File: config.mk
export PLATFORM = sky130hd
export DESIGN_NAME = rx_packet_buffer
export DESIGN_NICKNAME = d
export VERILOG_FILES = /design/src/rtl/rx_packet_buffer_pkg.sv /design/src/rtl/rx_byte_mem.sv /design/src/rtl/rx_packet_buffer.sv
export SDC_FILE = /design/constraint.sdc
export NUM_CORES = 1
export LEC_CHECK = 0
export ABC_CLOCK_PERIOD_IN_PS = 3800
export BUFFER_PORTS_ARGS = -buffer_cell sky130_fd_sc_hd__clkbuf_2
export CAP_MARGIN = 20
export CORE_UTILIZATION = 45
export CTS_BUF_LIST = sky130_fd_sc_hd__clkbuf_4 sky130_fd_sc_hd__clkbuf_8
export CTS_CLUSTER_DIAMETER = 200
export DETAILED_ROUTE_END_ITERATION = 6
export SETUP_SLACK_MARGIN = 0.1
export SYNTH_ARGS = -nofsm -noshare
export SYNTH_HDL_FRONTEND = slang
export SYNTH_HIERARCHICAL = 1
export SYNTH_SLANG_ARGS = --single-unit
File: constraint.sdc
create_clock -name clk -period 3.8 [get_ports clk]
set_input_delay 0.38 -clock clk [delete_from_list [all_inputs] [get_ports clk]]
set_output_delay 0.38 -clock clk [all_outputs]
set_load 0.1 [all_outputs]
File: src/rtl/rx_packet_buffer_pkg.sv
// Shared types and constants for the USB receive packet buffer.
package rx_packet_buffer_pkg;

  localparam int DEFAULT_DEPTH = 64;

  typedef enum logic [1:0] {
    IDLE  = 2'd0,
    RECV  = 2'd1,
    READY = 2'd2
  } state_t;

  localparam logic [3:0] PID_OUT   = 4'b0001;
  localparam logic [3:0] PID_IN    = 4'b1001;
  localparam logic [3:0] PID_DATA0 = 4'b0011;
  localparam logic [3:0] PID_DATA1 = 4'b1011;
  localparam logic [3:0] PID_ACK   = 4'b0010;
  localparam logic [3:0] PID_NAK   = 4'b1010;

endpackage

File: src/rtl/rx_byte_mem.sv
// Byte array with one synchronous write port and one asynchronous read port.
module rx_byte_mem
  import rx_packet_buffer_pkg::*;
#(
  parameter int DEPTH = DEFAULT_DEPTH,
  parameter int AW    = $clog2(DEPTH)
) (
  input  logic          clk,
  input  logic          we,
  input  logic [AW-1:0] waddr,
  input  logic [7:0]    wdata,
  input  logic [AW-1:0] raddr,
  output logic [7:0]    rdata
);

  // Deliberately not reset: content is only meaningful behind the pointers.
  logic [7:0] mem [DEPTH];

  always_ff @(posedge clk) begin
    if (we) mem[waddr] <= wdata;
  end

  assign rdata = mem[raddr];

endmodule

File: src/rtl/rx_packet_buffer.sv
// Circular receive buffer that collects one USB packet at a time and holds it for the host.
module rx_packet_buffer
  import rx_packet_buffer_pkg::*;
#(
  parameter  int DEPTH = DEFAULT_DEPTH,
  localparam int AW    = $clog2(DEPTH),
  localparam int CW    = AW + 1
) (
  input  logic          clk,
  input  logic          rst,
  input  logic [7:0]    rx_packet_data,
  input  logic          store_rx_packet_data,
  input  logic [3:0]    rx_packet,
  input  logic          rx_data_ready,
  input  logic          rx_error,
  input  logic          flush,
  input  logic          get_rx_data,
  input  logic          packet_ack,
  output logic [7:0]    rx_data,
  output logic [CW-1:0] buffer_occupancy,
  output logic          buffer_empty,
  output logic          buffer_full,
  output logic          overrun,
  output logic          packet_ready,
  output logic [3:0]    packet_pid,
  output logic [CW-1:0] packet_len
);

  state_t        state, state_next;
  logic [AW-1:0] wr_ptr, rd_ptr, pkt_start;
  logic [CW-1:0] pkt_count;
  logic          store_acc, get_acc, abort, finish;
  logic [7:0]    mem_rdata;

  assign buffer_empty = (buffer_occupancy == '0);
  assign buffer_full  = (buffer_occupancy == CW'(DEPTH));
  assign packet_ready = (state == READY);
  assign rx_data      = buffer_empty ? 8'h00 : mem_rdata;

  // A concurrent get frees a slot, so a full buffer still accepts a store that cycle.
  always_comb begin
    get_acc    = get_rx_data && !buffer_empty;
    abort      = (state == RECV) && rx_error;
    store_acc  = store_rx_packet_data && !abort && (state != READY) &&
                 (!buffer_full || get_acc);
    finish     = (state != READY) && rx_data_ready && !abort;
    state_next = state;
    case (state)
      IDLE: begin
        if (finish)         state_next = READY;
        else if (store_acc) state_next = RECV;
      end
      RECV: begin
        if (abort)       state_next = IDLE;
        else if (finish) state_next = READY;
      end
      READY: begin
        if (packet_ack) state_next = IDLE;
      end
      default: state_next = IDLE;
    endcase
  end

  always_ff @(posedge clk) begin
    if (rst || flush) state <= IDLE;
    else              state <= state_next;
  end

  always_ff @(posedge clk) begin
    if (rst || flush) begin
      wr_ptr           <= '0;
      rd_ptr           <= '0;
      pkt_start        <= '0;
      buffer_occupancy <= '0;
      pkt_count        <= '0;
      overrun          <= 1'b0;
      if (rst) begin
        packet_pid <= 4'h0;
        packet_len <= '0;
      end
    end else begin
      overrun <= store_rx_packet_data && !store_acc && !abort;
      if (get_acc) rd_ptr <= rd_ptr + AW'(1);
      if (abort) begin
        // Roll back only the aborted packet; earlier packets stay intact.
        wr_ptr           <= pkt_start;
        buffer_occupancy <= buffer_occupancy - pkt_count - CW'(get_acc);
        pkt_count        <= '0;
      end else begin
        buffer_occupancy <= buffer_occupancy + CW'(store_acc) - CW'(get_acc);
        if (store_acc) wr_ptr <= wr_ptr + AW'(1);
        if (state == IDLE && store_acc) begin
          pkt_start <= wr_ptr;
          pkt_count <= CW'(1);
        end else if (state == RECV && store_acc) begin
          pkt_count <= pkt_count + CW'(1);
        end
        if (finish) begin
          packet_pid <= rx_packet;
          packet_len <= ((state == RECV) ? pkt_count : '0) + CW'(store_acc);
        end
      end
    end
  end

  rx_byte_mem #(.DEPTH(DEPTH), .AW(AW)) u_mem (
    .clk   (clk),
    .we    (store_acc && !rst && !flush),
    .waddr (wr_ptr),
    .wdata (rx_packet_data),
    .raddr (rd_ptr),
    .rdata (mem_rdata)
  );

endmodule

### After elaboration in Yosys (flattened, before gate mapping)

Memories as Yosys holds them, arrays and structs flattened. A register that Yosys moved wholly into a read port is not among the register bits.
Cells that the tools add are included.

| operators by class | value |
|---|---|
| add/subtract/negate cells | 8 |
| equal/unequal tests | 9 |
| mux-type cells | 25 |
| bitwise operators | 1 |
| reduce and logical (&&, ||, !) cells | 31 |

Operators by type and width:

| operator | number |
|---|---|
| 7-bit two-way mux | 6 |
| 6-bit two-way mux | 4 |
| 4-bit two-way mux | 4 |
| 7-bit by 1-bit adder with 7-bit output | 2 |
| 7-bit by 1-bit subtractor with 7-bit output | 2 |
| 1-bit logical AND | 13 |
| 6-bit by 1-bit adder with 6-bit output, second input constant | 2 |
| 2-bit two-way mux | 5 |
| 8-bit two-way mux | 1 |
| 7-bit by 1-bit adder with 7-bit output, second input constant | 1 |
| 7-bit equality test, second input constant | 1 |
| 7-bit zero test | 1 |
| 7-bit subtractor | 1 |
| 1-bit zero test | 6 |
| 2-bit inequality test, second input constant | 3 |
| 3-bit inequality test, second input constant | 2 |
| 2-bit case mux with 3 select lines | 1 |
| 3-bit AND reduction | 2 |
| 2-bit nonzero test | 3 |
| 1-bit two-way mux | 4 |
| 3-bit OR reduction | 1 |
| 2-bit by 1-bit equality test with 1-bit output, second input constant | 1 |
| 2-bit equality test, second input constant | 1 |
| 2-bit zero test | 1 |
| 5 further kinds | 6 |

| storage, ports and cells | value |
|---|---|
| bits in registers | 46 |
| memory bits (writable) | 512 |
| input port bits | 20 |
| output and inout bits | 30 |
| logic and storage cells | 85 |
| memories kept | 1 |

Memories:

| name | depth | width | rd ports | clocked after memory_dff | wr ports | line | text |
|---|---|---|---|---|---|---|---|
| u_mem.mem | 64 | 8 | 1 | 1 | 1 | rx_byte_mem.sv:17 | `logic [7:0] mem [DEPTH];` |

### Longest topological paths before layout

Gate-level depths: netlist of run 1.

| depth | value |
|---|---|
| depth after elaboration | 10 |
| depth in mapped cells | 15 |
| depth with buffers taken out | 14 |

### Cells and area by module

The synthesis of run 1 kept the hierarchy.

By module, submodules not included:

| module | times used | cells each | area each (sq um) | sequential area each (sq um) |
|---|---|---|---|---|
| rx_byte_mem | 1 | 932 | 20006.7 | 15374.7 |
| rx_packet_buffer | 1 | 310 | 2735.1 | 1031.0 |

### Worst setup path after synthesis of run 1

No wires, ideal clock.

| timing | value |
|---|---|
| path type | reg-to-output |
| from | register buffer_occupancy[2] |
| to | output port rx_data[0] |
| arrival time | 3.942 ns |
| required time | 3.420 ns |
| slack | -0.522 ns |
| stages on the path, launching flop included | 7 |
| buffers on the path | 1 |
| path through | dfxtp_1 inv_1 ha_1 and4bb_2 and2_1 clkbuf_1 nor2b_1 |

| on the way | value |
|---|---|
| cells in the longest elaborated chain, start to end | 2 |

Ends and longest elaborated chain:

| item | line | text |
|---|---|---|
| start, declared | rx_packet_buffer.sv:20 | `output logic [CW-1:0] buffer_occupancy,` |
| start signal, assigned | rx_packet_buffer.sv:87 | `buffer_occupancy <= buffer_occupancy - pkt_count - CW'(get_acc);` |
| start signal, assigned | rx_packet_buffer.sv:90 | `buffer_occupancy <= buffer_occupancy + CW'(store_acc) - CW'(get_acc);` |
| 7-bit zero test | rx_packet_buffer.sv:35 | `assign buffer_empty = (buffer_occupancy == '0);` |
| named net buffer_empty | rx_packet_buffer.sv:21 | `output logic buffer_empty,` |
| 8-bit two-way mux | rx_packet_buffer.sv:38 | `assign rx_data = buffer_empty ? 8'h00 : mem_rdata;` |
| end, declared | rx_packet_buffer.sv:19 | `output logic [7:0] rx_data,` |

The timed path passes the listed nets, and every way through them passes these cells.

==> impl_metrics.toml, run 1 <==
[timing]
setup_viol = 0
finalClockSkew_ns = 0.0260
relSlewSlack = 0.315
setup_slack_ns = 0.175
final_max_slew_viol_count = 0
fmax_mhz = 276
hold_viol = 0
tightest_slew_ns = 1.03
finalSetupTns_ns = 0
period_share = 0.954
min_period_ns = 3.62
rsz0062_at_grt = "yes"

[clock_tree]
insertion_delay_ns = 0.65
clock-sinks = 558
cts_buffers = 90
clockRootBuffer = "clkbuf_8"
path_clk_slew_ns = 0.06
cts_tree = "yes"
h-tree-depth = 3
clockBufferDepth = 3

[floorplanning]
start_util = 0.455
rows = 82
fp.dieH_um = 227
dieArea_um2 = 51400
die_w_um = 227
pin_count = 50
core-area_um2 = 50000

[logic_synthesis]
ys_warn_count = 6
ys_seq_elements = 558
synth_flop_cell = "edfxtp_1"
async_flop_share = 0
syn-num-nets = 1286
synth_area_um2 = 22700
synth_edf_count = 523
yosys.area.top_type = "edfxtp_1"
synth_cell_type_count = 64
synthesis.instances = 1242
avgSynthCellArea_um2 = 18.3
synth_top_area_frac = 0.691
synth.most_common_cell = "edfxtp_1"
seq_area_frac_synth = 0.721
synth_common_cells = "edfxtp_1, mux4_2, nor2_1"
synth_area_leaders = "edfxtp_1, mux4_2, dfxtp_1, nor2_1, ha_1"

[final_layout]
fin_nets = 1505
stdcell_area_um2 = 26700
multi_input_area_um2 = 5980
antenna_cells = 0
seq_area_um2 = 16400
n_fill_cell = 4006
drive_gt1_frac = 0.328
synthToLayoutAreaGrowth_pct = 17.5

[route]
drt_iter0_drc = 1083
vias_per_cell = 5.61
drcViolationCount = 0
wirelength_um = 54400
first_pass_iters = 7
wire_per_inst_um = 24.7
vias = 12300
ant_nets = 0

[worst_setup_path]
crit_slowest_cell = "mux4_2"
end_kind = "primary output"
crit_top_cell = "buf_12"
arrival_ns = 3.24
critPathMaxStageDelay_ns = 0.51
path_class = "reg2out"
worstPathMaxFanout = 6
worstSetupStartpointType = "flip-flop"
cp_cell_sequence = "buf_4, buf_12, mux4_2, mux2_2, o221a_2, nor3_4, o32ai_2, nor2b_1, buf_12"
crit_required_ns = 3.42

[job]
drv_cap = 0

[global_routing]
gr-total-overflow = 0
grt_pass1_wl_um = 79400
first_global_vias = 12500
grt_usage = 0.215
antenna_found_initial = 1
grt_max_degree = 47

[hold_path]
hp-class = "in2reg"

[place]
dpl_cell_area_um2 = 24500
io_buffers = 49
dp_hpwl_um = 33500
gp_congestion = 0.833
post-place-ws_ns = 0.211

[pwr]
p_leak_nw = 8.60
p_total_mw = 14.7
irDropWorstVdd_mv = 0.427
p_per_area_nw_per_um2 = 549

[outcome]
run_status = "finished clean"
[cell type report]
type / instances / share of cell area
Sequential cell: 558 / 0.615
Multi-Input combinational cell: 599 / 0.224
Timing Repair Buffer: 188 / 0.0627
Clock buffer: 115 / 0.0545
Tap cell: 672 / 0.0315
Clock inverter: 46 / 0.00931
Inverter: 24 / 0.00356
[worst max-delay path: cells and delay by family, from the launching register on]
family	cells	cell delay, ns
AOI/OAI and AO/OA	2	0.46
buffers and inverters	3	0.45
DFF	1	0.38
muxes	2	0.80
and+or+nand+nor	2	0.50
[state kept, by name, summed over array words and instances (netlist names)]
signal,flops
state,2
overrun,1
pkt_start,6
wr_ptr,6
buffer_occupancy,7
rd_ptr,6
packet_pid,4
pkt_count,7
packet_len,7
u_mem/mem,512
[report_power, final]
group / internal [mW] / switching (mW)
registers: 6.76 / 0.0492
logic: 1.11 / 1.81
clock network: 2.64 / 2.31
[what timing repair did]
item / CTS / global route
resized for setup: 17 / 16
pin swaps: 0 / 1
endpoints found under the hold margin: 5 / 0
hold buffers: 5 / 0
setup endpoints to repair: 8 / 24
cloned: 2 / 3
setup buffers: 6 / 19
[final timing paths]
check | depth (start not counted) | endpoint | slack (ns) | start
setup / recovery | 9 | rx_data[6] | 0.18 | rd_ptr[0]
hold / removal | 3 | state[0] | 0.07 | rx_data_ready
hold reg to reg | 2 | pkt_start[4] | 0.45 | pkt_start[4]
setup reg to reg | 9 | u_mem/mem[32][3] | 0.34 | buffer_occupancy[4]
[cells in the final DEF (no fill, tap or decap), drive strengths merged, types with 9 or more instances in the layout]
cell and count:
edfxtp 523, clkbuf 159, buf 138, mux4 126, nor2 115, nand2 50
clkinv 43, dfxtp 35, nand3 28, nor2b 28, mux2i 26, a21oi 25
inv 23, ha 21, xor2 18, mux2 13, o21ai 13, nor3 12
nand2b 11, and2 10, xnor2 9, nand4 9
[cells by family (layout without fill, tap and decap cells)]
kind of cell    after synthesis  after routing  synth area share
flops                       558            558             0.721
simple gates                281            281            0.0584
mux                         165            165             0.143
fa+ha+maj                    24             24            0.0142
compound gates              102            102            0.0326
xor+xnor                     27             27            0.0104
buf+inv                      85            373            0.0203
[routing by layer]
layer  routed length [um]  global-route usage  up-vias
met2                26200               0.344      440
met1                22500               0.286     6362
met3                 3690              0.0508      121
met4                 1920              0.0848        2
met5                   10                   0        -
li1                     -                   -     5419
[metrics by stage]
stage | util | cells | hold WS (ns)
final | 0.535 | 2202 | 0.0734
after global routing | 0.535 | 2202 | 0.0594
after CTS | 0.529 | 2180 | 0.0214
after detailed placement | 0.490 | 2006 | 0.448
after global placement | 0.490 | 2006 | 0.442
after floorplan | - | 1242 | 0.433
No activity file was read; power rests on OpenSTA's default activity.
==> inputs of run 2 (changes only) <==
- CTS_BUF_LIST: sky130_fd_sc_hd__clkbuf_4 sky130_fd_sc_hd__clkbuf_8 -> unset
==> impl_metrics.toml, run 2 (synthesis gave the netlist of run 1 again) <==
[worst_setup_path]
path_delay_family = "multiplexers"
worstSetupStartpointType = "flip-flop"
arrival_ns = 3.25
crit_slowest_cell = "mux4_2"
crit_required_ns = 3.42
worstPathMaxFanout = 6
critPathBufInv = 2
end_kind = "primary output"
critPathMaxStageDelay_ns = 0.48
cp_cell_sequence = "buf_12, mux4_2, mux2_2, o221a_2, nor3_2, o32ai_1, nor2b_1, buf_12"
path_class = "reg2out"
crit_top_cell = "buf_12"

[floorplanning]
start_util = 0.455
dieArea_um2 = 51400
fp.dieH_um = 227
rows = 82
core-area_um2 = 50000
die_w_um = 227
pin_count = 50

[final_layout]
stdcell_area_um2 = 26500
antenna_cells = 0
fin_nets = 1444
n_fill_cell = 3973
layout_commonest_cell = "edfxtp_1"
synthToLayoutAreaGrowth_pct = 16.7
largest_reg_flops = 512
drive_gt1_frac = 0.296
top_register = "u_mem/mem"
final_cell_mix = "edfxtp_1, mux4_2, nor2_1"

[hold_path]
hp-class = "in2reg"

[clock_tree]
clockRootBuffer = "clkbuf_16"
h-tree-depth = 2
insertion_delay_ns = 0.61
cts_buffers = 56
cts_tree = "yes"
clock-sinks = 558
path_clk_slew_ns = 0.06
clockBufferDepth = 3

[route]
ant_nets = 0
drt_iter0_drc = 1099
vias = 12000
vias_per_cell = 5.68
wirelength_um = 53000
wire_per_inst_um = 25.0
drcViolationCount = 0
first_pass_iters = 5

[global_routing]
grt_pass1_wl_um = 78300
antenna_found_initial = 0
first_global_vias = 12100
grt_usage = 0.211
gr-total-overflow = 0
grt_max_degree = 47

[timing]
tightest_slew_ns = 1.06
finalClockSkew_ns = 0.0248
final_max_slew_viol_count = 0
fmax_mhz = 275
period_share = 0.956
rsz0062_at_grt = "yes"
min_period_ns = 3.63
finalSetupTns_ns = 0
setup_viol = 0
hold_viol = 0
relSlewSlack = 0.296

[place]
dp_hpwl_um = 33500
dpl_cell_area_um2 = 24500
io_buffers = 49
gp_congestion = 0.833

[pwr]
irDropWorstVdd_mv = 0.423
p_total_mw = 15.2
p_leak_nw = 8.44
p_per_area_nw_per_um2 = 572

[outcome]
run_status = "finished clean"

[job]
drv_cap = 0
[run 2: cell types whose count changed in the layout (fill, tap and decap cells not counted), sizes merged]
| cell | before | now |
|---|---|---|
| clkbuf | 159 | 111 |
| buf | 138 | 118 |
| clkinv | 43 | 24 |
| dlygate4sd3 | 5 | 0 |
| bufinv | 2 | 6 |
| clkinvlp | 2 | 5 |
| inv | 23 | 25 |
[run 2: worst paths after layout]
path	start	to	slack (ns)	depth (start not counted)
worst max-delay path	rd_ptr[0]	rx_data[4]	0.17	8
worst min-delay path	rx_packet[2]	packet_pid[2]	0.07	2
worst max register to register	buffer_occupancy[4]	u_mem/mem[32][1]	0.38	9
worst min register to register	pkt_start[4]	pkt_start[4]	0.45	2
[run 2: final cells by class]
| type | count | area [um2] | area share |
|---|---|---|---|
| Sequential cell | 558 | 16400 | 0.619 |
| Multi-Input combinational cell | 599 | 5930 | 0.223 |
| Clock buffer | 69 | 1520 | 0.0574 |
| Timing Repair Buffer | 161 | 1380 | 0.0518 |
| Tap cell | 672 | 841 | 0.0317 |
| Clock inverter | 36 | 358 | 0.0135 |
| Inverter | 24 | 95.1 | 0.00358 |
[run 2: repair_timing]
| item | in CTS | in global routing |
|---|---|---|
| endpoints found under the setup margin | 8 | 21 |
| hold buffers | 0 | 0 |
| resized for setup | 9 | 6 |
| buffers inserted | 4 | 2 |
| cloned | 1 | 1 |
[run 2: per-stage QoR]
| step | worst slack, ns | utilization | hold slack [ns] | cells |
|---|---|---|---|---|
| floorplan | 0.0541 | - | 0.433 | 1242 |
| global placement | 0.293 | 0.490 | 0.442 | 2006 |
| detailed placement | 0.211 | 0.490 | 0.448 | 2006 |
| CTS | 0.104 | 0.530 | 0.0356 | 2116 |
| global route | 0.0979 | 0.531 | 0.0604 | 2119 |
| finish | 0.166 | 0.531 | 0.0680 | 2119 |
[run 2: report_power, final]
group / total (mW) / internal (mW) / leakage (nW) / switching [mW]
clock: 5.57 / 3.26 / 0.917 / 2.31
combinational: 2.79 / 1.02 / 2.52 / 1.77
sequential: 6.82 / 6.76 / 5.01 / 0.0552
[run 2: worst register-to-register path: cells and delay by family, from the launching register on]
family	cells	cell delay, ns
buffers and inverters	1	0.07
AND/OR/NAND/NOR	6	2.21
adder cells (fa/ha/maj)	1	0.21
AO/OA/AOI/OAI	1	0.24
flip-flops	1	0.33
[run 2: layer usage]
metal	share of wire	wire length [um]	track usage
met3	0.059	3110	0.0284
met4	0.025	1320	0.0691
met2	0.49	26000	0.346
met1	0.43	22600	0.292
met5	0	0	0
==> inputs of run 3 (changes only) <==
- CTS_BUF_LIST: unset -> sky130_fd_sc_hd__clkbuf_4 sky130_fd_sc_hd__clkbuf_8
- SYNTH_HIERARCHICAL: 1 -> unset
==> impl_metrics.toml, run 3 <==
[route]
wire_per_inst_um = 24.7
drt_iter0_drc = 1095
wirelength_um = 53800
ant_nets = 0
drcViolationCount = 0
vias_per_cell = 5.62
vias = 12200
first_pass_iters = 5

[timing]
setup_slack_ns = 0.220
holdWs_ns = 0.0882
setup_viol = 0
tightest_slew_ns = 1.09
rsz0062_at_grt = "yes"
finalClockSkew_ns = 0.0293
relSlewSlack = 0.272
min_period_ns = 3.58
period_share = 0.942
fmax_mhz = 279
final_max_slew_viol_count = 0
hold_viol = 0

[clock_tree]
clockBufferDepth = 3
cts_buffers = 90
path_clk_slew_ns = 0.06
h-tree-depth = 3
cts_tree = "yes"
insertion_delay_ns = 0.66
clock-sinks = 564
clockRootBuffer = "clkbuf_8"

[floorplanning]
pin_count = 50
dieArea_um2 = 51200
core-area_um2 = 49300
die_w_um = 226
fp.dieH_um = 226
start_util = 0.460
rows = 81

[logic_synthesis]
synth.most_common_cell = "edfxtp_1"
synth_top_area_frac = 0.693
synth_cell_type_count = 57
async_flop_share = 0
synth_area_um2 = 22600
yosys.area.top_type = "edfxtp_1"
synthesis.instances = 1221
syn-num-nets = 1265
synth_common_cells = "edfxtp_1, mux4_2, nor2_1"
ys_seq_elements = 564
ys_warn_count = 0
synth_area_leaders = "edfxtp_1, mux4_2, dfxtp_1, nor2_1, ha_1"
seq_area_frac_synth = 0.730
synth_flop_cell = "edfxtp_1"
synth_edf_count = 523
avgSynthCellArea_um2 = 18.5

[final_layout]
fin_util = 0.535
layout_commonest_cell = "edfxtp_1"
synthToLayoutAreaGrowth_pct = 16.4
drive_gt1_frac = 0.315
fin_nets = 1480
multi_input_area_um2 = 5700
final_cell_mix = "edfxtp_1, mux4_2, buf_4"
largest_reg_flops = 512
top_register = "u_mem.mem"
n_fill_cell = 3937
seq_area_um2 = 16500

[worst_setup_path]
crit_required_ns = 3.42
crit_slowest_cell = "mux4_2"
end_kind = "primary output"
path_delay_family = "compound AO/OA/AOI/OAI gates"
critPathBufInv = 2
path_class = "reg2out"
cp_cell_sequence = "buf_12, mux4_2, a22oi_1, a21oi_1, a21oi_1, o22ai_1, clkbuf_4"
worstPathMaxFanout = 21
r2r_slack_ns = 0.49
worstSetupStartpointType = "flip-flop"
arrival_ns = 3.20
critPathMaxStageDelay_ns = 0.56
crit_top_cell = "a21oi_1"

[global_routing]
antenna_found_initial = 2
first_global_vias = 12500
gr-total-overflow = 0
grt_usage = 0.217
grt_max_degree = 46
grt_pass1_wl_um = 79500

[job]
drv_cap = 0

[place]
gp_congestion = 0.789
io_buffers = 49
post-place-ws_ns = 0.525
dp_hpwl_um = 34100

[pwr]
p_total_mw = 14.1
p_leak_nw = 8.57
irDropWorstVdd_mv = 0.483
p_per_area_nw_per_um2 = 535

[hold_path]
hp-class = "in2reg"

[outcome]
run_status = "finished clean"
-- run 3: final timing paths --
path                            cells past startpoint                   to                start
worst max-delay path                                7           rx_data[2]            flip-flop
worst max register to register                     16  buffer_occupancy[6]  buffer_occupancy[2]
worst min-delay path                                4             state[0]             rx_error
worst min register to register                      2         pkt_start[3]         pkt_start[3]
-- run 3: cells by family (layout without fill, tap and decap cells) --
| kind of cell | count (synthesis) | in the layout | share of synthesized area |
|---|---|---|---|
| and+or+nand+nor | 252 | 252 | 0.0538 |
| DFF | 564 | 564 | 0.730 |
| xor gates and xnor gates | 29 | 29 | 0.0112 |
| other | 0 | 1 | 0 |
| AOI/OAI and AO/OA | 116 | 116 | 0.0331 |
| muxes | 152 | 152 | 0.138 |
| adders and majority gates | 24 | 24 | 0.0143 |
| buffers and inverters | 84 | 370 | 0.0199 |
-- run 3: per-layer routing --
metal	vias up	global-route usage	share of wire
li1	5338	-	-
met3	85	0.0501	0.074
met1	6317	0.297	0.43
met2	469	0.339	0.47
met5	-	0	0.00020
met4	2	0.0809	0.026
-- run 3: timing repair --
item	4_1_cts	5_1_grt
cloned	0	1
hold buffers	7	0
gates resized for setup	8	0
endpoints found under the setup margin	8	6
setup buffers	2	7
endpoints found under the hold margin	7	0
pin swaps	0	0
-- run 3: cell type report --
cell class	instances	area share
diodes	1	0.0000949
clock buffers	124	0.0581
clock inverters	39	0.00954
inverters	23	0.00332
multi-input cells	573	0.216
flip-flops and latches	564	0.627
well taps	664	0.0315
repair buffers	184	0.0538
-- run 3: report_power, final --
group / leakage [nW] / internal [mW] / switching [mW] / total, mW
registers: 5.05 / 6.82 / 0.0627 / 6.88
clock network: 0.950 / 2.81 / 2.33 / 5.13
logic: 2.57 / 0.641 / 1.46 / 2.10
-- run 3: through the flow --
stage	cell area [um2]	TNS, ns	instances
6_report	26400	0	2172
5_1_grt	26400	0	2172
4_1_cts	26300	0	2163
3_5_place_dp	24400	0	1991
3_3_place_gp	24400	0	1991
2_1_floorplan	22700	-0.356	1221
-- run 3: worst register-to-register path: stages (launching register included) --
cell and delay (ns):
dfxtp_2 0.35, inv_1 0.08, ha_1 0.20, and4bb_1 0.24
nor2b_4 0.18, nor2b_1 0.28, nand2_1 0.17, o21ai_0 0.11
ha_1 0.21, inv_1 0.06, fa_1 0.40, nand2b_1 0.17
a21oi_1 0.16, nor2_1 0.08, o21ai_0 0.25, xnor2_1 0.15
o22ai_1 0.10
